[config.mk]
export PLATFORM = sky130hd
export DESIGN_NAME = axis_spike_counter
export DESIGN_NICKNAME = d
export VERILOG_FILES = /design/src/rtl/processor_config.sv /design/src/rtl/spike_counter_pkg.sv /design/src/rtl/sat_counter.sv /design/src/rtl/axis_spike_counter.sv
export SDC_FILE = /design/constraint.sdc
export NUM_CORES = 1
export LEC_CHECK = 0
export BUFFER_PORTS_ARGS = -buffer_cell sky130_fd_sc_hd__buf_4
export CAP_MARGIN = 10
export CORE_ASPECT_RATIO = 0.8
export CORE_MARGIN = 2
export CORE_UTILIZATION = 59
export CTS_BUF_LIST = sky130_fd_sc_hd__clkbuf_4
export DETAILED_ROUTE_END_ITERATION = 10
export GPL_ROUTABILITY_DRIVEN = 0
export HOLD_SLACK_MARGIN = 0.1
export PLACE_DENSITY_LB_ADDON = 0.1
export SKIP_CTS_REPAIR_TIMING = 1
export SYNTH_ARGS = -nofsm -noshare
export SYNTH_HDL_FRONTEND = slang
export SYNTH_SLANG_ARGS = --single-unit
[constraint.sdc]
create_clock -name clk -period 3 [get_ports clk]
set_clock_uncertainty 0.2 [all_clocks]
set_input_delay 0.6 -clock clk [delete_from_list [all_inputs] [get_ports clk]]
set_output_delay 0.6 -clock clk [all_outputs]
set_load 0.005 [all_outputs]
[src/rtl/processor_config.sv]
// Processor-wide configuration shared by the processor and its stream consumers.
// OUT_WIDTH is the width of the processor's output spike packet.
package processor_config;
   localparam int OUT_WIDTH = 4;
endpackage

[src/rtl/spike_counter_pkg.sv]
// Shared types and defaults for the spike counter: FSM state, default widths,
// and the {index, count} result beat layout.
package spike_counter_pkg;
   typedef enum logic {
      ACCUM = 1'b0,
      DRAIN = 1'b1
   } sc_state_e;

   localparam int CNT_WIDTH_DEF  = 8;
   localparam int WINDOW_LEN_DEF = 16;

   function automatic int idx_width(input int n);
      return (n > 1) ? $clog2(n) : 1;
   endfunction

   localparam int IDX_WIDTH_DEF = idx_width(processor_config::OUT_WIDTH);

   // Result beat at the default configuration; index occupies the MSBs.
   typedef struct packed {
      logic [IDX_WIDTH_DEF-1:0] idx;
      logic [CNT_WIDTH_DEF-1:0] count;
   } sc_beat_t;
endpackage

[src/rtl/sat_counter.sv]
// Saturating up-counter with synchronous clear; holds at all-ones.
// clr_i wins over inc_i when both are asserted.
module sat_counter #(
   parameter int CNT_WIDTH = 8
) (
   input  logic                 clk,
   input  logic                 rst,
   input  logic                 clr_i,
   input  logic                 inc_i,
   output logic [CNT_WIDTH-1:0] cnt_o
);
   logic [CNT_WIDTH-1:0] cnt_q;
   logic [CNT_WIDTH-1:0] cnt_d;

   always_comb begin
      cnt_d = cnt_q;
      if (clr_i) begin
         cnt_d = '0;
      end else if (inc_i && (cnt_q != {CNT_WIDTH{1'b1}})) begin
         cnt_d = cnt_q + 1'b1;
      end
   end

   always_ff @(posedge clk) begin
      if (rst) begin
         cnt_q <= '0;
      end else begin
         cnt_q <= cnt_d;
      end
   end

   assign cnt_o = cnt_q;
endmodule

[src/rtl/axis_spike_counter.sv]
// Accumulates per-neuron spike counts over a window of timesteps, then drains
// one {index, count} AXIS beat per neuron; input is stalled for the whole drain.
module axis_spike_counter
   import spike_counter_pkg::*;
#(
   parameter int NUM_OUT    = processor_config::OUT_WIDTH,
   parameter int CNT_WIDTH  = CNT_WIDTH_DEF,
   parameter int WINDOW_LEN = WINDOW_LEN_DEF,
   parameter int IDX_WIDTH  = idx_width(NUM_OUT)
) (
   input  logic                           clk,
   input  logic                           rst,
   input  logic [NUM_OUT-1:0]             s_axis_tdata,
   input  logic                           s_axis_tvalid,
   output logic                           s_axis_tready,
   input  logic                           window_flush,
   output logic [IDX_WIDTH+CNT_WIDTH-1:0] m_axis_tdata,
   output logic                           m_axis_tvalid,
   input  logic                           m_axis_tready,
   output logic                           m_axis_tlast
);
   localparam int TS_WIDTH = $clog2(WINDOW_LEN + 1);

   typedef struct packed {
      logic [IDX_WIDTH-1:0] idx;
      logic [CNT_WIDTH-1:0] count;
   } beat_t;

   sc_state_e            state_q;
   logic [TS_WIDTH-1:0]  ts_q;
   logic [IDX_WIDTH-1:0] idx_q;
   logic                 s_rdy_q;
   logic                 m_vld_q;
   logic                 m_last_q;

   logic [CNT_WIDTH-1:0] cnt [NUM_OUT];
   logic                 s_fire;
   logic                 m_fire;
   logic                 last_idx;
   logic                 next_last;
   logic                 win_full;
   logic                 cnt_clr;
   beat_t                beat;

   assign s_fire    = (state_q == ACCUM) && s_axis_tvalid;
   assign m_fire    = (state_q == DRAIN) && m_axis_tready;
   assign last_idx  = (idx_q == IDX_WIDTH'(NUM_OUT - 1));
   assign next_last = ((idx_q + 1'b1) == IDX_WIDTH'(NUM_OUT - 1));
   assign win_full  = (ts_q == TS_WIDTH'(WINDOW_LEN - 1));
   assign cnt_clr   = m_fire && last_idx;

   for (genvar g = 0; g < NUM_OUT; g++) begin : g_cnt
      sat_counter #(
         .CNT_WIDTH(CNT_WIDTH)
      ) u_cnt (
         .clk   (clk),
         .rst   (rst),
         .clr_i (cnt_clr),
         .inc_i (s_fire && s_axis_tdata[g]),
         .cnt_o (cnt[g])
      );
   end

   // Handshake flags are registered alongside the state so they change only on edges.
   always_ff @(posedge clk) begin
      if (rst) begin
         state_q  <= ACCUM;
         ts_q     <= '0;
         idx_q    <= '0;
         s_rdy_q  <= 1'b1;
         m_vld_q  <= 1'b0;
         m_last_q <= 1'b0;
      end else begin
         case (state_q)
            ACCUM: begin
               if (s_fire) begin
                  ts_q <= ts_q + 1'b1;
               end
               if ((s_fire && win_full) || window_flush) begin
                  state_q  <= DRAIN;
                  s_rdy_q  <= 1'b0;
                  m_vld_q  <= 1'b1;
                  m_last_q <= (NUM_OUT == 1);
               end
            end
            DRAIN: begin
               if (m_fire) begin
                  if (last_idx) begin
                     state_q  <= ACCUM;
                     ts_q     <= '0;
                     idx_q    <= '0;
                     s_rdy_q  <= 1'b1;
                     m_vld_q  <= 1'b0;
                     m_last_q <= 1'b0;
                  end else begin
                     idx_q    <= idx_q + 1'b1;
                     m_last_q <= next_last;
                  end
               end
            end
            default: state_q <= ACCUM;
         endcase
      end
   end

   assign beat.idx      = idx_q;
   assign beat.count    = cnt[idx_q];
   assign s_axis_tready = s_rdy_q;
   assign m_axis_tvalid = m_vld_q;
   assign m_axis_tlast  = m_last_q;
   assign m_axis_tdata  = m_vld_q ? beat : '0;
endmodule

==> impl_metrics.py <==
metrics = {
    "sta": {
        "finalSetupViolCount": 0,
        "slew_viol_final": 0,
        "tightest_slew_ns": 0.653,
        "finalHoldViolCount": 0,
        "maxSlewHeadroom_pct": 56.4,
        "period_needed_ns": 2.76,
        "setup_tns_ns": 0,
        "rsz0062_at_grt": "false",
        "timing.fmax_mhz": 362,
        "min_period_over_period_pct": 92.1,
    },
    "worst_setup_path": {
        "r2r_slack_ns": 0.75,
        "reg2reg_depth": 4,
        "critPathKind": "register to primary output",
        "end_kind": "primary output",
        "r2r_end": "g_cnt[1].u_cnt.cnt_o[6]",
        "cp.required_ns": 2.20,
        "cp_max_fo": 12,
        "reg2reg_from": "idx_q[1]",
        "cp.arrival_ns": 1.96,
        "start_kind": "register",
    },
    "drt": {
        "viasPerCell": 5.91,
        "routed_wl_um": 4630,
        "vias": 1821,
        "drtAntennaViolNets": 0,
        "wl_per_cell_um": 15.0,
        "dr.first_iter.drc_count": 118,
        "firstDrtPassIters": 4,
        "drc": 0,
    },
    "pwr": {
        "p_leak_nw": 0.997,
        "p_total_w": 0.00106,
        "p_int_w": 0.000804,
        "p_switching_w": 0.000258,
        "clkPwrFrac_pct": 33.7,
        "p_per_area_nw_per_um2": 422,
        "irDropWorstVdd_uv": 299,
        "switching_share_pct": 24.3,
        "combPwrFrac_pct": 8.6,
        "power_frac_seq_pct": 57.7,
    },
    "placed_design": {
        "place_area_um2": 2440,
        "dp_hpwl_um": 3440,
        "port_buffers": 21,
    },
    "clocking": {
        "cts-buffers-inserted": 5,
        "cts_root_buf": "clkbuf_4",
        "clock_latency_ns": 0.35,
        "cts_tree": "done",
        "clk_pin_slew_ns": 0.12,
        "cts_buffer_depth": 2,
        "cts.sinks": 43,
        "cts.htree.levels": 2,
    },
    "synth": {
        "syn_avg_cell_area_um2": 9.30,
        "ys_async_sr_fraction_pct": 0,
        "yosys_warnings": 0,
        "synth_cells": 244,
        "synth-edff-count": 0,
        "synth_fp_nets": 261,
        "yosysSeqAreaShare_pct": 37.9,
        "ys_types": 33,
        "synth_flop_cell": "dfxtp_1",
        "synth-seq-cells": 43,
        "syn_area_um2": 2270,
    },
    "grt": {
        "first_global_vias": 1592,
        "grt_usage_pct": 23.2,
        "antenna_found_initial": 0,
        "grt_max_degree": 36,
        "grt_pass1_wl_um": 7730,
        "grt_overflow": 0,
    },
    "worst_hold_path": {
        "hold_class": "register to register",
        "whs_path_depth": 2,
        "hp-start": "s_axis_tready",
        "holdPathEnd": "s_axis_tready",
    },
    "floorplanning": {
        "die_w_um": 73.3,
        "start_util_pct": 60.5,
        "ios": 22,
        "core-area_um2": 3750,
        "fp.dieH_um": 59.5,
        "die_area_um2": 4360,
        "rows": 20,
    },
    "outcome": {
        "outcome": "finished, final reports clean",
    },
    "run": {
        "cap_violations": 0,
    },
    "finish": {
        "fin_util_pct": 67.1,
        "area_growth_pct": 11.0,
        "fin_area_um2": 2520,
        "drive_gt1_share_pct": 15.9,
        "diodes": 0,
        "final_nets": 280,
        "fillers": 315,
    },
}
## cells in the mapped netlist (3+ instances only)
master	n	share of area, %
nand4_1	4	1.1
nor3_1	3	0.66
and2_1	10	2.8
a21oi_1	14	3.1
xor2_1	11	4.2
mux2i_1	6	2.6
a211oi_1	4	1.3
o21ai_0	12	2.6
xnor2_1	7	2.7
nand3_1	7	1.5
ha_1	8	4.4
and3_1	10	2.8
inv_1	9	1.5
dfxtp_1	43	38
o31ai_1	4	1.3
o211ai_1	6	2.0
or4_1	4	1.3
or3_1	7	1.9
buf_2	5	1.1
nand2_1	12	2.0
nor2_1	29	4.8
mux4_2	8	7.9
clkbuf_1	4	0.66
## registers in the layout, indices dropped and copies added, names as in the netlist
name / count
idx_q: 2
g_cnt.u_cnt.cnt_o: 32
m_axis_tvalid: 1
state_q: 1
s_axis_tready: 1
m_axis_tlast: 1
ts_q: 5
## cell usage in the layout, fill, tap and decap left out, types with 5 or more instances in the layout
cell type,n
dfxtp_1,43
nor2_1,29
buf_4,21
a21oi_1,14
nand2_1,12
o21ai_0,12
xor2_1,11
and2_1,10
and3_1,10
inv_1,9
mux4_2,8
ha_1,8
nand3_1,7
or3_1,7
xnor2_1,7
mux2i_1,6
o211ai_1,6
clkbuf_4,5
## power by group through the flow
stage          registers [W]  clock network [W]  logic (W)
2_1_floorplan       0.000609                  0  0.0000754
3_3_place_gp        0.000625                  0  0.0000901
3_5_place_dp        0.000626                  0  0.0000917
4_1_cts             0.000613           0.000364  0.0000922
5_1_grt             0.000617           0.000387   0.000103
6_report            0.000613           0.000358  0.0000911
## critical path, stage by stage (launching register included)
cell     delay, ns
dfxtp_1       0.73
mux4_2        0.56
and2_1        0.18
buf_4         0.13
## cell families (layout without fill, tap and decap cells)
| kind of cell | Yosys count | in the layout | share of synthesized area [%] |
|---|---|---|---|
| mux | 14 | 14 | 10.6 |
| fa+ha+maj | 8 | 8 | 4.41 |
| buf+inv | 18 | 38 | 3.25 |
| compound gates | 45 | 45 | 12.8 |
| flops | 43 | 43 | 37.9 |
| xor+xnor | 18 | 18 | 6.95 |
| simple gates | 98 | 98 | 24.1 |
## how the worst max path moves through the flow
stage	startpoint	to	slack (ns)	depth (start not counted)
CTS	idx_q[1]	m_axis_tdata[4]	0.20	3
global placement	idx_q[1]	m_axis_tdata[4]	0.62	3
global route	idx_q[1]	m_axis_tdata[4]	0.08	3
detailed placement	idx_q[1]	m_axis_tdata[4]	0.61	3
finish	idx_q[1]	m_axis_tdata[4]	0.24	3
floorplan	idx_q[1]	m_axis_tdata[3]	0.93	3
## metrics by stage
step | std cells | hold WS [ns] | setup WS (ns)
after floorplan | 244 | 0.239 | 0.931
after global placement | 300 | 0.239 | 0.617
after detailed placement | 300 | 0.251 | 0.609
after CTS | 308 | 0.266 | 0.202
after global routing | 308 | 0.260 | 0.0824
final | 308 | 0.265 | 0.238
## cell type report
type                    instances  area (um^2)  share of cell area, %
flip-flops and latches         43          861                   34.2
repair buffers                 21          158                   6.26
well taps                      44         55.1                   2.19
inverters                       9         33.8                   1.34
clock inverters                 3         38.8                   1.54
clock buffers                   5         37.5                   1.49
multi-input cells             183         1340                   53.0
## routing by layer
layer / vias up / global-route usage [%] / share of wire [%]
li1: 925 / - / -
met5: - / 0 / 0
met3: 6 / 5.44 / 3.6
met4: 0 / 7.01 / 1.1
met1: 864 / 34.3 / 50
met2: 26 / 33.8 / 45
(Power assumes the default switching activity.)
